[src/rtl/psg_write_sequencer.sv]
// Purpose: arbitrates two 13-bit PSG command sources and plays each command
//          onto the SN76489 write port as one or two latch/data bytes.
// Latency: accept on tick t0, byte asserted on t1 (if ti_ready_i), released after
//          HOLD_TICKS ticks, one GAP tick per byte; DONE pulses in the final GAP.
// Backpressure: a requester is held until its one-cycle ready strobe; ti_ready_i low
//          in WAIT stalls indefinitely and is ignored in ASSERT/GAP.
//
// Ports: clk_i/rst_i (async active-high), tick_i (PSG clock-enable pulse),
//        reqN_valid_i/reqN_cmd_i/reqN_ready_o (cmd = {ch[1:0], type, value[9:0]}),
//        ti_ready_i/ti_nwe_o/ti_nce_o/ti_d_o (PSG write port), busy_o, done_o.
module psg_write_sequencer #(
  parameter int unsigned HOLD_TICKS = 2  // legal range 1..15
) (
  input  logic        clk_i,
  input  logic        rst_i,
  input  logic        tick_i,
  input  logic        req0_valid_i,
  input  logic [12:0] req0_cmd_i,
  output logic        req0_ready_o,
  input  logic        req1_valid_i,
  input  logic [12:0] req1_cmd_i,
  output logic        req1_ready_o,
  input  logic        ti_ready_i,
  output logic        ti_nwe_o,
  output logic        ti_nce_o,
  output logic [7:0]  ti_d_o,
  output logic        busy_o,
  output logic        done_o
);

  localparam logic [3:0] HOLD = 4'(HOLD_TICKS);

  typedef enum logic [1:0] {S_IDLE, S_WAIT, S_ASSERT, S_GAP} state_e;

  state_e      state_q, state_d;
  logic        prio_q, prio_d;
  logic [12:0] cmd_q, cmd_d;
  logic        idx_q, idx_d;
  logic [3:0]  cnt_q, cnt_d;
  logic        nwe_q, nwe_d;
  logic [7:0]  d_q, d_d;

  logic        grant0, grant1;
  logic        two_byte;
  logic [7:0]  byte0, byte1;
  logic        strobe_ok;

  // Byte encoding of the latched command. Channel 3 with type 0 is the
  // noise register, which only has a 3-bit value and no second byte.
  always_comb begin
    two_byte = !cmd_q[10] && (cmd_q[12:11] != 2'd3);
    byte1    = {2'b00, cmd_q[9:4]};
    if (cmd_q[10]) begin
      byte0 = {1'b1, cmd_q[12:11], 1'b1, cmd_q[3:0]};
    end else if (cmd_q[12:11] == 2'd3) begin
      byte0 = {5'b11100, cmd_q[2:0]};
    end else begin
      byte0 = {1'b1, cmd_q[12:11], 1'b0, cmd_q[3:0]};
    end
  end

  // Round robin: a lone requester always wins; on contention prio_q decides.
  assign grant1 = req1_valid_i && (!req0_valid_i || prio_q);
  assign grant0 = req0_valid_i && !grant1;

  // Strobes are combinational and only exist on a tick cycle outside reset.
  assign strobe_ok = tick_i && !rst_i;

  always_comb begin
    state_d      = state_q;
    prio_d       = prio_q;
    cmd_d        = cmd_q;
    idx_d        = idx_q;
    cnt_d        = cnt_q;
    nwe_d        = nwe_q;
    d_d          = d_q;
    req0_ready_o = 1'b0;
    req1_ready_o = 1'b0;
    done_o       = 1'b0;
    unique case (state_q)
      S_IDLE: begin
        if (req0_valid_i || req1_valid_i) begin
          req0_ready_o = strobe_ok && grant0;
          req1_ready_o = strobe_ok && grant1;
          cmd_d        = grant1 ? req1_cmd_i : req0_cmd_i;
          prio_d       = !grant1;
          idx_d        = 1'b0;
          state_d      = S_WAIT;
        end
      end
      S_WAIT: begin
        if (ti_ready_i) begin
          d_d     = idx_q ? byte1 : byte0;
          nwe_d   = 1'b0;
          cnt_d   = HOLD;
          state_d = S_ASSERT;
        end
      end
      S_ASSERT: begin
        cnt_d = cnt_q - 4'd1;
        if (cnt_q == 4'd1) begin
          nwe_d   = 1'b1;
          state_d = S_GAP;
        end
      end
      S_GAP: begin
        if (two_byte && !idx_q) begin
          idx_d   = 1'b1;
          state_d = S_WAIT;
        end else begin
          done_o  = strobe_ok;
          state_d = S_IDLE;
        end
      end
      default: state_d = S_IDLE;
    endcase
  end

  // Every register advances only on tick cycles, so the PSG pins are stable
  // for the whole PSG clock period between updates.
  always_ff @(posedge clk_i or posedge rst_i) begin
    if (rst_i) begin
      state_q <= S_IDLE;
      prio_q  <= 1'b0;
      cmd_q   <= '0;
      idx_q   <= 1'b0;
      cnt_q   <= '0;
      nwe_q   <= 1'b1;
      d_q     <= '0;
    end else if (tick_i) begin
      state_q <= state_d;
      prio_q  <= prio_d;
      cmd_q   <= cmd_d;
      idx_q   <= idx_d;
      cnt_q   <= cnt_d;
      nwe_q   <= nwe_d;
      d_q     <= d_d;
    end
  end

  // nWE and nCE are strobed together from one register.
  assign ti_nwe_o = nwe_q;
  assign ti_nce_o = nwe_q;
  assign ti_d_o   = d_q;
  assign busy_o   = (state_q != S_IDLE);

endmodule
[config.mk]
export PLATFORM = sky130hd
export DESIGN_NAME = psg_write_sequencer
export DESIGN_NICKNAME = d
export VERILOG_FILES = /design/src/rtl/psg_write_sequencer.sv
export SDC_FILE = /design/constraint.sdc
export NUM_CORES = 1
export LEC_CHECK = 0
export CAP_MARGIN = 20
export CORE_ASPECT_RATIO = 0.75
export CORE_UTILIZATION = 38
export DETAILED_ROUTE_END_ITERATION = 16
export MAX_ROUTING_LAYER = met4
export PLACE_DENSITY = 0.65
export SLEW_MARGIN = 10
export SYNTH_ARGS = -nofsm -noshare
export SYNTH_HDL_FRONTEND = slang
export SYNTH_SLANG_ARGS = --single-unit
export TNS_END_PERCENT = 30
[constraint.sdc]
create_clock -name clk_i -period 2.3 [get_ports clk_i]
set_clock_uncertainty 0.15 [all_clocks]
set_input_delay 0.46 -clock clk_i [delete_from_list [all_inputs] [get_ports clk_i]]
set_output_delay 0.46 -clock clk_i [all_outputs]
set_load 0.01 [all_outputs]
# Yosys cells after proc, flatten, opt, wreduce, memory -nomap -nowiden
# Index checks and enable logic that the tools add are counted.
dict set report op_classes {
  addsub 1
  mul 0
  div_mod_pow 0
  order_cmp 0
  eq_ne 10
  shift 0
  n_mux 23
  bitwise_logic 0
  reduce_logical 24
}
# cell count
set ops {}
lappend ops {{two-way mux 7 bit} 2}
lappend ops {{two-way mux 13 bit} 1}
lappend ops {{AND reduction 4 bit} 3}
lappend ops {{two-way mux 1 bit} 11}
lappend ops {{!= test 2 bit (second input constant)} 5}
lappend ops {{AND reduction 3 bit} 3}
lappend ops {{two-way mux 8 bit} 1}
lappend ops {{one-hot mux 2 bit (4 select lines)} 1}
lappend ops {{one-hot mux 4 bit (2 select lines)} 1}
lappend ops {{logical AND 1 bit} 7}
lappend ops {{== test 2 bit (second input constant)} 3}
lappend ops {{two-way mux 2 bit} 3}
lappend ops {{nonzero test 2 bit} 3}
lappend ops {{logical NOT 1 bit} 5}
lappend ops {{== test 4 x 1 -> 1 bit (second input constant)} 1}
lappend ops {{two-way mux 4 bit} 1}
lappend ops {{one-hot mux 1 bit (2 select lines)} 2}
lappend ops {{subtractor 4 x 1 -> 4 bit (second input constant)} 1}
lappend ops {{== test 2 x 1 -> 1 bit (second input constant)} 1}
lappend ops {{logical NOT 2 bit} 1}
lappend ops {{logical OR 1 bit} 2}
dict set report word_totals {
  ff_bits 30
  latch_bits 0
  ram_bits 0
  romBits 0
  inputBits 32
  output_inout_bits 14
  word_cells 65
  n_memories 0
}

# Logic depth before layout (Yosys ltp)
dict set report depth {
  ltp_word 8
  depth_mapped 7
  ltp_nobuf 5
}

# Worst setup path before layout
# OpenSTA, ideal clock, no wires.
dict set report synth_path {
  path_type {in2out}
  startpoint {input tick_i}
  endpoint {output req0_ready_o}
  arrival_ns 1.495
  t_required_ns 1.690
  path_slack_ns 0.195
  path_stages 3
  n_path_buf 1
  cell_sequence {clkbuf_1 inv_1 a2111oi_0}
}
dict set report synth_via {
  elab_chain_cells 4
}
# item line
set synth_rtl {}
lappend synth_rtl {{start: declaration} 16} ;# input logic tick_i,
lappend synth_rtl {{logical AND 1 bit} 67} ;# assign strobe_ok = tick_i && !rst_i;
lappend synth_rtl {{logical AND 1 bit} 83} ;# req0_ready_o = strobe_ok && grant0;
lappend synth_rtl {{two-way mux 1 bit} 82} ;# if (req0_valid_i || req1_valid_i) begin
lappend synth_rtl {{two-way mux 1 bit} 80} ;# unique case (state_q)
lappend synth_rtl {{end: declaration} 19} ;# output logic req0_ready_o,
# No other way between the ends.

# Worst setup path after layout
dict set report layout_path {
  startpoint {input req0_valid_i}
  endpoint {output req0_ready_o}
}
dict set report layout_via {
  elab_chain_cells 8
  word_cells_on_any_way 9
  cone_classes {mux (2); reduce/logical (7)}
}
# item line
set layout_rtl {}
lappend layout_rtl {{start: declaration} 17} ;# input logic req0_valid_i,
lappend layout_rtl {{logical NOT 1 bit} 63} ;# assign grant1 = req1_valid_i && (!req0_valid_i || prio_q);
lappend layout_rtl {{logical OR 1 bit} 63}
lappend layout_rtl {{logical AND 1 bit} 63}
lappend layout_rtl {{logical NOT 1 bit} 64} ;# assign grant0 = req0_valid_i && !grant1;
lappend layout_rtl {{logical AND 1 bit} 64}
lappend layout_rtl {{logical AND 1 bit} 83}
lappend layout_rtl {{two-way mux 1 bit *} 82}
lappend layout_rtl {{two-way mux 1 bit *} 80}
# Every way passes the cells marked *; elsewhere a longest branch is shown, timed or not.

==> parameters.txt <==
Parameter                              Value

Floorplan
  Vertical die dimension    slightly below 60 um
  Row count    20
  Die X-Extent    about 78 um
  # IOs    46
  Initial Utilization    about 40%
  Total Die Area    around 0.0046 mm^2
  Area of the core    a little over 0.004 mm^2

Logic synthesis
  Avg Inst Size Synth    9.057 um^2
  Area share of and/or/nand/nor cells after synthesis    about 18%
  Number of storage elements in the synthesis netlist    30
  Top cells by area in the synthesized netlist    dfrtp_1, o21ai_0, a31oi_1
  Post-synthesis mux area share    under 10%
  Most used standard cells in the synthesized netlist    dfrtp_1, o21ai_0, a31oi_1, nor2_1, nand3_1
  Adder-cell share of the synthesized area    4.605%
  Yosys synthesis warning count    0
  Synth Area in Compound Gates    21.26%
  Area fraction of the dominant cell type after synthesis    between 40% and 50%
  Library cell occupying the most area in the post-synthesis netlist    dfrtp_1
  EDFF count, synth    0
  Cell Area, Synth    roughly 0.0016 mm^2
  Fraction of synthesized cell area in xor and xnor cells    0%
  Combinational family with the most area after synthesis    compound AO/OA/AOI/OAI gates
  Synth cell types    37
  Top-count cell post-synth    dfrtp_1
  Synth Flop Type    dfrtp_1
  Gate Count Post-Synth    180
  Post-synthesis sequential area ratio    between 40% and 50%
  Syn_nets    around 220
  Async set or reset register ratio after synthesis    between 90% and 100%

Min path
  Worst Hold Depth    2
  Worst Hold Path EP    ti_d_o[6]$_DFFE_PP0P_
  Hold WC Path Type    reg2reg
  Hold Path Origin    ti_d_o[6]$_DFFE_PP0P_

STA
  Least-Margin Pin Slew    about 0.39 ns
  Setup TNS    0 ns
  Final period util    between 90% and 100%
  Time the final worst path needs with I/O delays and setup    2.221 ns
  Highest clock frequency the design can meet    between 0.4 and 0.5 GHz
  Max-slew headroom at the worst pin    74.04%
  Setup repair after global routing missed its margin    no
  Number of max-slew violations in the final report    0
  Finish-stage setup viols    0
  Number of hold violations in the final report    0

Run status
  Status    completed

Detailed routing
  Uppermost metal layer occupied by signal nets    met4
  Wire length on met1    between 2000 and 2500 um
  DR WL/cell    between 10 and 15 um
  Violation count after the first detailed-route iteration    95
  Drt pass-1 iters    4
  Number of design rule violations left after detail routing    0
  Number of routed nets with antenna violations    0
  Met2 routed WL    between 1500 and 2000 um
  Routed wire length on met3    around 300 um
  Vias/cell    5.245
  Total Wirelength    4212 um
  Via count    1542

Clock tree
  CTS tree    built
  Latest clock arrival within the worst-skew pair    around 0.28 ns
  Setup repair bufs after CTS    0
  Clock tree root buffer cell    clkbuf_8
  Number of sinks on the clock net    30
  Total of cells resized after clock tree synthesis    9
  H-tree lvl count    2
  Number of buffers created by CTS    5
  Largest buffer count on any clock path    2
  Clock transition at the register clock pins on the worst setup and hold paths after CTS    ~0.070 ns
  Number of hold buffers added after cts    0

Critical path
  R2r setup slk    approximately 0.20 ns
  Setup crit end kind    output pin
  End of the worst register-to-register path    state_q[1]$_DFFE_PP0P_
  Stages on the worst setup path    4
  Category of cells accounting for the largest share of critical-path delay    buffers and inverters
  Delay of the slowest critical-path stage    a little over 0.5 ns
  CP required    1.69 ns
  Worst reg2reg path depth    7
  Buffers plus inverters on the worst setup path    2
  Nature of the critical path startpoint    input port
  Biggest fanout along the worst timing path    3
  Worst Path Arrival    around 1.6 ns
  Type of the setup path with the least slack    in2out
  Critical register-to-register path startpoint    state_q[1]$_DFFE_PP0P_
  Cell breakdown of the critical path    clkdlybuf4s50_1 -> nand2b_1 -> a2111oi_2 -> clkbuf_2
  Cell with the largest stage delay on the worst path    clkdlybuf4s50_1

GRT
  Number of global-route vias before repair    around 1500
  Residual overflow from global routing    0
  Initial antenna violation count    0
  Global-route wire length before repair    between 6000 and 7000 um
  Largest net degree at the start of global routing    31
  Aggregate global-route resource usage    a little over a fifth

Job
  Maximum capacitance violations    0

Finish
  Layout Nets    276
  Layout-stage area growth over the synthesis result    45.51%
  Count of antenna diodes in the layout    0
  Fraction of final layout cells sized beyond drive strength 1    between 10% and 20%
  Count of placed standard cells in the final layout, fillers left out    approximately 290
  Fill cell instance count of the final layout    between 300 and 400
  Total non-filler cell area in the finished layout    ~0.0024 mm^2

Place
  Cell area after placement    between 0.002 and 0.0025 mm^2
  Routability cong.    slightly below 0.8
  Post-Place Cells    286
  Estimated wirelength of the detail-placed design    just over 3000 um
  Count of port buffers added during placement    between 40 and 50

Pwr
  Leakage power summed over all cells    a little over 1 nW
  Power per cell area    between 1000 and 1500 mW/mm^2
  Max IR drop VDD    roughly 0.54 mV
-- logic make-up (layout without fill, tap and decap cells) --
family | Yosys count | in the layout
compound gates | 56 | 56
fa+ha+maj | 6 | 6
buf+inv | 22 | 81
flops | 30 | 30
mux | 7 | 7
simple gates | 59 | 59
-- cells in the final DEF, fill, tap and decap left out, types with 2 or more instances in the layout --
cell type	instances
a21oi_1	5
a31oi_1	16
and2_1	2
buf_4	18
bufinv_16	2
clkbuf_2	2
clkbuf_8	6
clkdlybuf4s50_1	41
dfrtp_1	29
ha_1	6
inv_1	10
mux2i_1	5
nand2_1	11
nand2b_1	4
nand3_1	14
nor2_1	15
nor2b_1	2
nor3b_1	2
nor4_1	2
o211ai_1	2
o21ai_0	22
o31ai_1	2
or3_1	2
-- metal layers --
layer  up-vias  global-route usage, %
met5         -                      -
met4         0                  7.008
li1        766                      -
met2        72                  30.21
met3         2                  5.426
met1       702                  28.33
-- area by class of cell --
type                    count  area, um^2  share of cell area (%)
clock buffers               6       82.58                   3.481
clock inverters             2       60.06                   2.532
inverters                  10       37.54                   1.582
multi-input cells         128       802.0                   33.81
flip-flops and latches     30       752.0                   31.70
well taps                  55       68.82                   2.901
repair buffers             63       569.3                   24.00
-- per-stage QoR --
stage / hold slack [ns] / utilization (%) / total power, mW / setup slack [ns]
after floorplan: 0.3346 / - / 1.637 / 0.1949
after global placement: 0.3136 / 54.75 / 2.122 / -0.3612
after detailed placement: 0.3215 / 54.75 / 2.165 / -0.3560
after CTS: 0.3367 / 58.19 / 2.831 / -0.06385
after global routing: 0.3543 / 58.16 / 3.023 / 0.01215
final: 0.3298 / 58.16 / 2.829 / 0.07862
-- power by group --
group,switching [mW],leakage [nW],internal (mW)
Sequential,0.161,0.351,0.777
Combinational,0.596,0.587,0.624
Clock,0.208,0.0714,0.462
Total,0.965,1.01,1.86
-- worst reg2reg max path, stage by stage (launching register included) --
cell and delay (ns):
dfrtp_1 0.35, inv_1 0.07, ha_1 0.22, buf_4 0.15, buf_4 0.14, nor3b_1 0.16
a2111o_1 0.43, mux2_4 0.31
-- worst max-delay path by stage --
stage | endpoint | slack, ns | start
after global routing | req0_ready_o | 0.01 | req0_valid_i
final | req0_ready_o | 0.08 | req0_valid_i
after CTS | req0_ready_o | -0.06 | req0_valid_i
after detailed placement | req0_ready_o | -0.36 | req0_valid_i
after floorplan | req0_ready_o | 0.19 | tick_i
after global placement | req0_ready_o | -0.36 | req0_valid_i
-- flip-flops by register name, indices dropped and copies added, names as in the netlist --
signal and flops:
ti_d_o 8, ti_nce_o 1, cmd_q 13, prio_q 1, idx_q 1, state_q 2, cnt_q 4
Note: power is estimated with default switching activity, not from simulation.
